--- config.mk ---
export PLATFORM = sky130hd
export DESIGN_NAME = mem_latency_pipe
export DESIGN_NICKNAME = d
export VERILOG_FILES = /design/src/rtl/mem_pkg.sv /design/src/rtl/mem_latency_pipe.sv
export SDC_FILE = /design/constraint.sdc
export NUM_CORES = 1
export LEC_CHECK = 0
export CAP_MARGIN = 40
export CORE_MARGIN = 3
export CORE_UTILIZATION = 45
export DETAILED_ROUTE_END_ITERATION = 8
export PLACE_DENSITY = 0.84
export SETUP_SLACK_MARGIN = 0.2
export SLEW_MARGIN = 20
export SYNTH_ARGS = -nofsm -noshare
export SYNTH_HDL_FRONTEND = slang
export SYNTH_SLANG_ARGS = --single-unit
--- constraint.sdc ---
create_clock -name clk -period 0.8 [get_ports clk]
set_input_delay 0.08 -clock clk [delete_from_list [all_inputs] [get_ports clk]]
set_output_delay 0.08 -clock clk [all_outputs]
set_load 0.03 [all_outputs]
--- src/rtl/mem_pkg.sv ---
// Memory-subsystem constants and request decode shared by the fill FSM, caches and main memory.
package mem_pkg;

    localparam int MEM_ADDR_WIDTH      = 16;
    localparam int MEM_DATA_WIDTH      = 16;
    localparam int MEM_DEFAULT_LATENCY = 4;
    localparam int MEM_WORD_SHIFT      = 1;

    typedef enum logic [1:0] {
        REQ_IDLE  = 2'd0,
        REQ_READ  = 2'd1,
        REQ_WRITE = 2'd2
    } mem_req_e;

    function automatic mem_req_e decode_req(input logic enable, input logic wr);
        if (!enable) begin
            return REQ_IDLE;
        end
        return wr ? REQ_WRITE : REQ_READ;
    endfunction

endpackage

--- src/rtl/mem_latency_pipe.sv ---
// LATENCY-deep valid+data shift register; the data lane is zero whenever its valid bit is clear.
module mem_latency_pipe
    import mem_pkg::*;
#(
    parameter int LATENCY    = MEM_DEFAULT_LATENCY,
    parameter int DATA_WIDTH = MEM_DATA_WIDTH
) (
    input  logic                  clk,
    input  logic                  rst_n,
    input  logic                  in_valid_i,
    input  logic [DATA_WIDTH-1:0] in_data_i,
    output logic                  out_valid_o,
    output logic [DATA_WIDTH-1:0] out_data_o
);

    logic [LATENCY-1:0]    valid_q;
    logic [DATA_WIDTH-1:0] data_q [LATENCY];

    always_ff @(posedge clk or negedge rst_n) begin
        if (!rst_n) begin
            valid_q <= '0;
            for (int i = 0; i < LATENCY; i++) begin
                data_q[i] <= '0;
            end
        end else begin
            valid_q[0] <= in_valid_i;
            data_q[0]  <= in_valid_i ? in_data_i : '0;
            for (int i = 1; i < LATENCY; i++) begin
                valid_q[i] <= valid_q[i-1];
                data_q[i]  <= data_q[i-1];
            end
        end
    end

    assign out_valid_o = valid_q[LATENCY-1];
    assign out_data_o  = valid_q[LATENCY-1] ? data_q[LATENCY-1] : '0;

endmodule

Word level (Yosys, flattened, before mapping)
Index checks and enable logic that the tools add are counted.
Word-level totals
  input port bits: 19
  logic and storage cells: 7
  register bits after elaboration: 68
  output and inout port bits: 17
Operators by class
  mux-type cells: 2
Operators with widths (number)
  16-bit two-way mux: 2

Longest topological paths before layout
Gate-level depths: netlist of run 1.
  depth after elaboration: 1
  gate-level depth with buffers: 2
  gate-level depth less buffers: 1

Worst setup path before layout of run 1
Ideal clock, no wire load.
  kind: register to output
  from: register valid_q[3]
  to: output out_data_o[10]
  path slack: -290 ps
  cell stages (with the launch flop): 3
  arrival time: 1010 ps
  buffers on the path: 1
  path through: dfrtp_1 > buf_6 > and2_1
On the way
  cells in the longest elaborated chain, start to end: 1
RTL lines
  start: declaration: line mem_latency_pipe.sv:16  | logic [LATENCY-1:0] valid_q;
  start signal: indexed assignment: line mem_latency_pipe.sv:29  | valid_q[i] <= valid_q[i-1];
  16-bit two-way mux: line mem_latency_pipe.sv:36  | assign out_data_o = valid_q[LATENCY-1] ? data_q[LATENCY-1] : '0;
  end: declaration: line mem_latency_pipe.sv:13  | output logic [DATA_WIDTH-1:0] out_data_o
No other way between the ends.

Worst setup path in the final report of run 1
  from: register valid_q[3]
  to: output out_data_o[7]
Same word-level chain as after synthesis.

==> results of run 1 <==
logic make-up (layout without fill, tap and decap cells):
family | Yosys count | in the layout | synth area share
simple gates | 32 | 32 | 0.113
buf+inv | 2 | 54 | 0.0116
flops | 68 | 68 | 0.876
critical path, delay by kind of cell, from the launching register on:
kind                   cells  cell delay, ns
buffers and inverters      2            0.28
AND/OR/NAND/NOR            1            0.13
flip-flops                 1            0.43
power by group through the flow:
stage,Sequential [W],Clock [W],Combinational [W]
after floorplan,0.00371,0,0.000159
after global placement,0.00372,0,0.000355
after detailed placement,0.00373,0,0.000369
after CTS,0.00367,0.00256,0.000433
after global routing,0.00368,0.00276,0.000459
final,0.00366,0.00247,0.000422
layer usage:
layer | up-vias | share of wire
met2 | 31 | 0.52
met3 | 4 | 0.068
met1 | 396 | 0.40
met4 | 0 | 0.011
li1 | 405 | -
met5 | - | 0
path summary, 6_finish.rpt:
kind / to / start / cells after the start
hold reg to reg: valid_q[2]$_DFF_PN0_ / valid_q[1]$_DFF_PN0_ / 0
max in group asynchronous: valid_q[3]$_DFF_PN0_ / rst_n / 2
min in group clk: valid_q[0]$_DFF_PN0_ / in_valid_i / 1
setup / recovery: out_data_o[7] / valid_q[3]$_DFF_PN0_ / 3
hold / removal: data_q[46]$_DFF_PN0_ / rst_n / 2
setup reg to reg: data_q[29]$_DFF_PN0_ / data_q[45]$_DFF_PN0_ / 0
timing repair:
item | CTS | global route
setup endpoints to repair | 33 | 17
gates cloned | 0 | 0
endpoints found under the hold margin | 68 | 68
gates resized for setup | 26 | 0
buffers inserted | 3 | 0
final cells by class:
| type | instances | area share |
|---|---|---|
| clock inverter | 1 | 0.00190 |
| tap | 50 | 0.0238 |
| multi-input combinational | 32 | 0.0974 |
| timing repair buffer | 39 | 0.161 |
| sequential | 68 | 0.647 |
| clock buffer | 14 | 0.0694 |
cells in the final DEF, fill, tap and decap left out, drive strengths merged:
| cell | netlist | routed |
|---|---|---|
| and2 | 32 | 32 |
| buf | 2 | 22 |
| clkbuf | 0 | 14 |
| clkdlybuf4s50 | 0 | 16 |
| clkinv | 0 | 1 |
| dfrtp | 68 | 68 |
| dlygate4sd2 | 0 | 1 |
through the flow:
step | worst slack, ns | power (W) | setup TNS, ns | instance area (um2) | utilization
floorplan | -0.0914 | 0.00387 | -1.08 | 1970 | -
global placement | -0.242 | 0.00407 | -5.05 | 2340 | 0.572
detailed placement | -0.294 | 0.00410 | -6.23 | 2340 | 0.572
CTS | -0.452 | 0.00666 | -7.46 | 2630 | 0.645
global route | -0.489 | 0.00690 | -8.01 | 2630 | 0.645
finish | -0.430 | 0.00655 | -7.11 | 2630 | 0.645
flip-flops by register name (all words and copies together), names as in the netlist:
signal	flops
valid_q	4
data_q	64
==> metrics.txt, run 1 <==
status complete, but fails checks; failing checks negative hold slack, negative setup slack; clk slew on worst S/H paths 0.06 ns; die width 71.7 um; library cells used by synthesis 4; CP Max Fanout 3; CTS Sinks 68; Rel. slew slack 0.767; area of the multi-input gates 256 um2; Synth warnings 0; crit end category primary output; Final Max Tran Viols 0; initial core utilization 0.476; busiest layer in global routing met2; global-route wire length before repair 4190 um; Final WS setup -0.430 ns; non-filler cells, final just over 200; post-synth net total 121; Ports 36; Starting DRT DRC Count 34; Psw about 0.0013 W; H-tree level count 3; Yosys reg bits slightly below 70; layout cells sized above 1 0.429; global route overflow 0; EDFF count, synth 0; Seq pwr share 0.559; Setup CP Type flip-flop to primary output; Final Hold Fails 68; synth cell count leaders dfrtp_1 (68), and2_1 (17), and2_2 (15); minimum clock period after layout 1.23 ns; worst hold path class input pin to async pin; FF+latch area around 1700 um2; Area Growth Syn to Fin 35.5%; clock latency on the worst-skew pair 0.31 ns; Gate power share 0.064; Post-Syn Instances 102; Primary FF master, synth dfrtp_1; Clock power frac 0.376; fillers 285; vias in the first global route 888; Critical Path Start Type flip-flop; Buffers on Ports 35; Total GRT Usage 0.114; final period utilization 1.54; routed vias/inst 4.10; vias between 800 and 900; post-synth top area cell dfrtp_1; CTS buffer count 9; Detail Route Antenna Nets 0; Worst Path Arrival 1.15 ns; initial antenna violation count 0; M2 GR Usage 0.167; clock buffer depth 2; core region area 4090 um2; routed len/inst 11.0 um; grt met1 use 0.135; Reg2Reg Setup Slack around 0.30 ns; pwr dens 2490 nW/um2; Max Cap Viol 0; Critical-path top delay cell dfrtp_2; Placed Instances around 190; drt total wl 2250 um; die height 71.7 um; synth top area cells dfrtp_1 (88%), and2_2 (5.8%), and2_1 (5.5%); Peak VDD IR 1.55 mV; Yosys top cell area share 0.876; Sw Share 0.193; Seq/Total Area, Yosys 0.876; CTS tree built; synthesized area per cell 19.1 um2; Slew @ Worst Pin 0.350 ns; CP max stage delay 0.43 ns; drt pass-1 iters 4; ant diodes 0; Critical Path RT ~0.7 ns; most frequent cell after synthesis dfrtp_1; sequence of cells on the critical path buf_4 -> and2_4 -> buf_6; RSZ-0062 raised after global routing true; pin count of the biggest net entering global routing 69; Clock Skew between 0.003 and 0.004 ns; # DRC 0; Cell Area, Synth 1940 um2; hold_ws -0.226 ns; GPL Wtd Cong roughly 0.65; clock root buffer master clkbuf_8; Finish-stage setup viols 17; leak pwr about 1.3 nW; full die area 5140 um2; Pint between 0.005 and 0.006 W; Nets approximately 170; fmax approximately 0.81 GHz; async set-reset flop share out of synthesis 1.00; GR Util met3 0.0561; FP Rows 23
(Power assumes the default switching activity.)
==> run 2, diff against run 1 <==
--- a/config.mk
+++ b/config.mk
@@ -15,3 +15,4 @@
 export SYNTH_ARGS = -nofsm -noshare
 export SYNTH_HDL_FRONTEND = slang
 export SYNTH_SLANG_ARGS = --single-unit
+export TNS_END_PERCENT = 20
==> run 2 against run 1 <==
Compared with the run above:
- the flow still finishes with violations (negative hold slack, negative setup slack)
- via count increased by 3.5%
- count of clock-buffer cells in the layout decreased by 3
- global-route usage increased by 0.66 points
- hold slack improved by 0.21 ns
- worst setup slack got worse by 0.0096 ns
- critical path depth unchanged
- register-to-register slack about the same
- cell count increased by 0.98%
- core utilization increased by 0.86 points
- final area increased by 1.3%
- maximum frequency decreased by 0.78%
- non-clock buffer count increased by 1
==> metrics.txt, run 2 (synthesized netlist as in run 1, its figures left out) <==
status complete, but fails checks; failing checks negative hold slack, negative setup slack; hold_ws -0.0195 ns (+0.206 ns); Post-Route Setup TNS -7.12 ns (-0.0151 ns); Critical Path Sink out_data_o[14]; Finish-stage setup viols 17 (unchanged); ant diodes 0 (unchanged); commonest non-fill, non-tap cell in the layout dfrtp_1; CP Buf/Inv Count 2 (unchanged); clock latency on the worst-skew pair 0.32 ns (about the same); Crit path max-delay family flip-flops; clk slew on worst S/H paths 0.06 ns (about the same); CTS tree built; vias 865 (+3.5%); Ports 36 (unchanged); fillers 283 (-0.70%); drt pass-1 iters 4 (unchanged); cell mode on critical path buf_6; Slew @ Worst Pin 0.378 ns (+0.0280 ns); max FFs per register 64 (unchanged); RSZ-0062 raised after global routing true; crit end category primary output; drt total wl 2550 um (+13%); die width 71.7 um (unchanged); leak pwr 1.32 nW (+2.0%); H-tree level count 3 (unchanged); length in cells of the worst reg-to-reg path 0 (unchanged); largest register by flop count data_q; layout cells sized above 1 0.429 (+0.000916); core region area 4090 um2 (unchanged); global-route wire length before repair 4470 um (+6.8%); Starting DRT DRC Count 36 (+5.9%); fmax 0.807 GHz (-0.78%); Nets 170 (+0.59%); Critical Path Start Type flip-flop; Peak VDD IR 1.57 mV (+1.4%); CP Max Fanout 8 (+5); CTS hold repair buffers 1; Critical Path RT 0.72 ns (about the same); Area Growth Syn to Fin 37.3%; CTS buffer count 9 (unchanged); Worst R2R Start data_q[62]$_DFF_PN0_; Setup CP Type flip-flop to primary output; routed vias/inst 4.20 (+2.5%); final period utilization 1.55 (+0.0120); full die area 5140 um2 (unchanged); worst r2r dst data_q[46]$_DFF_PN0_; pwr dens 2630 nW/um2 (+5.7%); commonest non-fill, non-tap cells in the layout dfrtp_1 (67), buf_6 (18), clkdlybuf4s50_1 (16); Clock Skew 0.00488 ns (+0.00171 ns); critical path depth 3 (unchanged); Largest regs data_q: 64 flops, valid_q: 4 flops; routed len/inst 12.4 um (+12%); sequence of cells on the critical path buf_6 -> and2_4 -> buf_6; Detail Route Antenna Nets 0 (unchanged); worst hold path class input pin to async pin; global route overflow 0 (unchanged); clock root buffer master clkbuf_8; die height 71.7 um (unchanged); initial antenna violation count 0 (unchanged); minimum clock period after layout 1.24 ns (+0.00963 ns); Final WS setup -0.440 ns (-0.00963 ns); Final Max Tran Viols 0 (unchanged); CP max stage delay 0.44 ns (about the same); Worst Path Arrival 1.16 ns (about the same); CTS Sinks 68 (unchanged); clock buffer depth 2 (unchanged); Rel. slew slack 0.748 (-0.0187); Critical-path top delay cell dfrtp_2; Buffers on Ports 35 (unchanged); GPL Wtd Cong 0.631 (-2.5%); Final Hold Fails 50 (-26%); # DRC 0 (unchanged); Reg2Reg Setup Slack 0.29 ns (about the same); Total GRT Usage 0.121 (+0.00659); vias in the first global route 940 (+5.9%); FP Rows 23 (unchanged); pin count of the biggest net entering global routing 69 (unchanged); initial core utilization 0.476 (unchanged); Max Cap Viol 0 (unchanged); launch point of the worst path valid_q[3]$_DFF_PN0_
## run 2: cell types whose count changed in the layout (fill, tap and decap cells not counted), moves of 2 or more
cell	before	now
bufinv_16	0	2
buf_12	2	0
clkbuf_8	13	10
clkinv_2	1	3
## run 2: routing by layer
metal	wire length, um	GRT usage	up-vias	share of wire
li1	-	-	408	-
met1	1030	0.148	422	0.40
met2	1300	0.181	32	0.51
met3	189	0.0659	3	0.074
met4	23	0.0438	0	0.0090
met5	0	0	-	0
## run 2: area by class of cell
type | count | area [um2] | share of cell area
multi-input combinational | 32 | 255 | 0.0956
tap | 50 | 62.6 | 0.0234
timing repair buffer | 40 | 432 | 0.162
sequential | 68 | 1700 | 0.638
clock inverter | 5 | 75.1 | 0.0281
clock buffer | 11 | 141 | 0.0530
## run 2: timing repair
action / 4_1_cts / 5_1_grt
cloned: 0 / 0
pin swaps: 0 / 1
endpoints found under the hold margin: 68 / 68
setup buffers: 3 / 0
setup endpoints to repair: 34 / 85
gates resized for setup: 25 / 2
## run 2: stage by stage
stage	util	total power [W]	area (um2)	setup WS (ns)	cells
finish	0.653	0.00702	2670	-0.440	206
floorplan	-	0.00387	1970	-0.0916	102
CTS	0.651	0.00711	2660	-0.463	206
global placement	0.570	0.00407	2330	-0.251	186
detailed placement	0.570	0.00411	2330	-0.360	186
global route	0.653	0.00734	2670	-0.501	206
## run 2: worst min-delay path, delay by kind of cell
kind	cells	cell delay (ns)
buffers and inverters	3	0.62
## run 2: worst min path at each step
stage | from | to | slack (ns) | depth (start not counted)
floorplan | rst_n | data_q[0]$_DFF_PN0_ | -0.22 | 0
global placement | rst_n | data_q[32]$_DFF_PN0_ | 0.10 | 2
detailed placement | rst_n | data_q[48]$_DFF_PN0_ | 0.12 | 2
CTS | in_valid_i | valid_q[0]$_DFF_PN0_ | 0.22 | 1
global route | rst_n | data_q[48]$_DFF_PN0_ | -0.009 | 3
finish | rst_n | data_q[17]$_DFF_PN0_ | -0.02 | 3
## run 2: power by group
part / switching, W / total [W] / internal [W]
logic: 0.000196 / 0.000424 / 0.000228
registers: 0.0000526 / 0.00367 / 0.00361
clock network: 0.00110 / 0.00293 / 0.00182
total: 0.00135 / 0.00702 / 0.00566
==> run 3, diff against run 2 <==
--- a/config.mk
+++ b/config.mk
@@ -10,6 +10,7 @@
 export CORE_UTILIZATION = 45
 export DETAILED_ROUTE_END_ITERATION = 8
 export PLACE_DENSITY = 0.84
+export REMOVE_ABC_BUFFERS = 1
 export SETUP_SLACK_MARGIN = 0.2
 export SLEW_MARGIN = 20
 export SYNTH_ARGS = -nofsm -noshare
==> run 3 against run 2 <==
Compared with the run above:
- the run ends with negative setup slack left
- worst setup slack better by 0.037 ns
- sequential share of layout area up 1.1 points
- clock skew about the same
- global-route usage decreased by 1.2 points
- non-clock buffer count decreased by 1
- combinational power about the same
- critical path type unchanged
- critical endpoint is now out_data_o[8]
- largest cell class unchanged
==> metrics.txt, run 3 (synthesized netlist as in run 1, its figures left out) <==
Clock power frac 0.360 (-0.057); drt pass-1 iters 4 (unchanged); Critical Path RT 0.72 ns (about the same); Detail Route Antenna Nets 0 (unchanged); core region area 4090 um2 (unchanged); Seq pwr share 0.573 (+0.051); Pint 0.00503 W (-11%); Final Max Tran Viols 0 (unchanged); global route overflow 0 (unchanged); clock latency on the worst-skew pair 0.32 ns (about the same); Buffers on Ports 35 (unchanged); post-route cell area 2620 um2 (-1.8%); Area Growth Syn to Fin 34.9%; max FFs per register 64 (unchanged); pin count of the biggest net entering global routing 69 (unchanged); commonest non-fill, non-tap cell in the layout dfrtp_1; die height 71.7 um (unchanged); commonest non-fill, non-tap cells in the layout dfrtp_1 (68), buf_6 (20), and2_4 (16), clkdlybuf4s50_1 (16), and2_2 (13); vias in the first global route 867 (-7.8%); FP Rows 23 (unchanged); ant diodes 0 (unchanged); Nets 169 (-0.59%); Slew @ Worst Pin 0.327 ns (-0.0514 ns); vias 850 (-1.7%); largest register by flop count data_q; Rel. slew slack 0.782 (+0.0343); Worst Path Arrival 1.12 ns (-0.04 ns); Setup CP Type flip-flop to primary output; Placement Cell Area 2320 um2 (-0.43%); dpl hpwl ~1500 um; GPL Wtd Cong 0.597 (-5.4%); Largest regs data_q: 64 flops, valid_q: 4 flops; global-route wire length before repair 3860 um (-14%); Starting DRT DRC Count 27 (-25%); CTS Sinks 68 (unchanged); CTS tree built; Critical Path Start Type flip-flop; Peak VDD IR 1.62 mV (+3.1%); fmax 0.832 GHz (+3.1%); pwr dens 2430 nW/um2 (-7.4%); Gate power share 0.067 (+0.007); Ports 36 (unchanged); Reg2Reg Setup Slack 0.30 ns (about the same); clock buffer depth 2 (unchanged); failing checks negative setup slack; Final WS setup -0.403 ns (+0.0374 ns); die width 71.7 um (unchanged); Total GRT Usage 0.108 (-0.0123); final period utilization 1.50 (-0.0467); initial antenna violation count 0 (unchanged); drt total wl 2270 um (-11%); clock root buffer master clkbuf_8; leak pwr 1.29 nW (-2.5%); Sw Share 0.212 (+0.0194); status complete, but fails checks; routed vias/inst 4.15 (-1.3%); minimum clock period after layout 1.20 ns (-0.0374 ns); Final Hold Fails 0 (-100%); routed len/inst 11.1 um (-11%); worst hold path class input pin to flip-flop; clk slew on worst S/H paths 0.07 ns (about the same); CTS buffer count 9 (unchanged); layout cells sized above 1 0.419 (-0.0101); full die area 5140 um2 (unchanged); Max Cap Viol 0 (unchanged); initial core utilization 0.476 (unchanged); Finish-stage setup viols 17 (unchanged); pre-CTS setup slack -0.282 ns (+0.0775 ns); CP Max Fanout 10 (+2); H-tree level count 3 (unchanged); crit end category primary output; Psw 0.00135 W (about the same); RSZ-0062 raised after global routing true; # DRC 0 (unchanged); Clock Skew 0.00463 ns (-0.000247 ns)
## run 3: cell types whose count changed in the layout (fill, tap and decap cells not counted), sizes merged
cell          delta
dlymetal6s4s     -1
clkinv           +1
clkinvlp         +1
bufinv           -2
buf              -1
dlygate4sd3      +1
## run 3: critical path: stages, from the launching register on
cell,delay (ns)
dfrtp_1,0.40
buf_6,0.14
and2_4,0.13
buf_6,0.13
## run 3: path summary, 6_finish.rpt
path | start | to | depth (start not counted)
setup reg to reg | data_q[17]$_DFF_PN0_ | data_q[1]$_DFF_PN0_ | 0
setup / recovery | valid_q[3]$_DFF_PN0_ | out_data_o[8] | 3
hold reg to reg | data_q[52]$_DFF_PN0_ | data_q[36]$_DFF_PN0_ | 0
max in group asynchronous | rst_n | data_q[3]$_DFF_PN0_ | 3
hold / removal | in_valid_i | valid_q[0]$_DFF_PN0_ | 1
min in group asynchronous | rst_n | data_q[48]$_DFF_PN0_ | 3
## run 3: layer usage
layer  global-route usage  vias to the layer above  part of all wire
met1                0.122                      408              0.42
li1                     -                      404                 -
met4               0.0814                        0             0.022
met3               0.0603                        5             0.082
met2                0.153                       33              0.48
met5                    0                        -                 0
## run 3: repair_timing
item                                   in CTS  in global routing
setup endpoints to repair                  33                 85
resized for setup                          28                 10
pin swaps                                   0                  0
endpoints found under the hold margin      68                  0
buffers inserted                            0                  0
hold buffers                                1                  0
## run 3: cell type report
type / instances / area [um2]
Sequential cell: 68 / 1700
Fill cell: 282 / 1470
Timing Repair Buffer: 39 / 432
Multi-Input combinational cell: 32 / 256
Clock buffer: 11 / 141
Tap cell: 50 / 62.6
Clock inverter: 5 / 27.5
## run 3: metrics by stage
| stage | hold slack (ns) | total power (W) | TNS [ns] | instances | utilization |
|---|---|---|---|---|---|
| 2_1_floorplan | -0.216 | 0.00383 | -4.20 | 100 | - |
| 3_3_place_gp | 0.105 | 0.00406 | -4.81 | 188 | 0.568 |
| 3_5_place_dp | 0.117 | 0.00409 | -5.71 | 188 | 0.568 |
| 4_1_cts | 0.178 | 0.00646 | -7.25 | 205 | 0.633 |
| 5_1_grt | 0.196 | 0.00668 | -7.56 | 205 | 0.641 |
| 6_report | 0.189 | 0.00638 | -6.63 | 205 | 0.641 |
## run 3: power by group through the flow
stage | Combinational (W) | Clock, W | Sequential [W]
after detailed placement | 0.000369 | 0 | 0.00372
final | 0.000426 | 0.00230 | 0.00366
after CTS | 0.000414 | 0.00238 | 0.00366
after global routing | 0.000460 | 0.00255 | 0.00367
after global placement | 0.000353 | 0 | 0.00371
after floorplan | 0.000123 | 0 | 0.00371
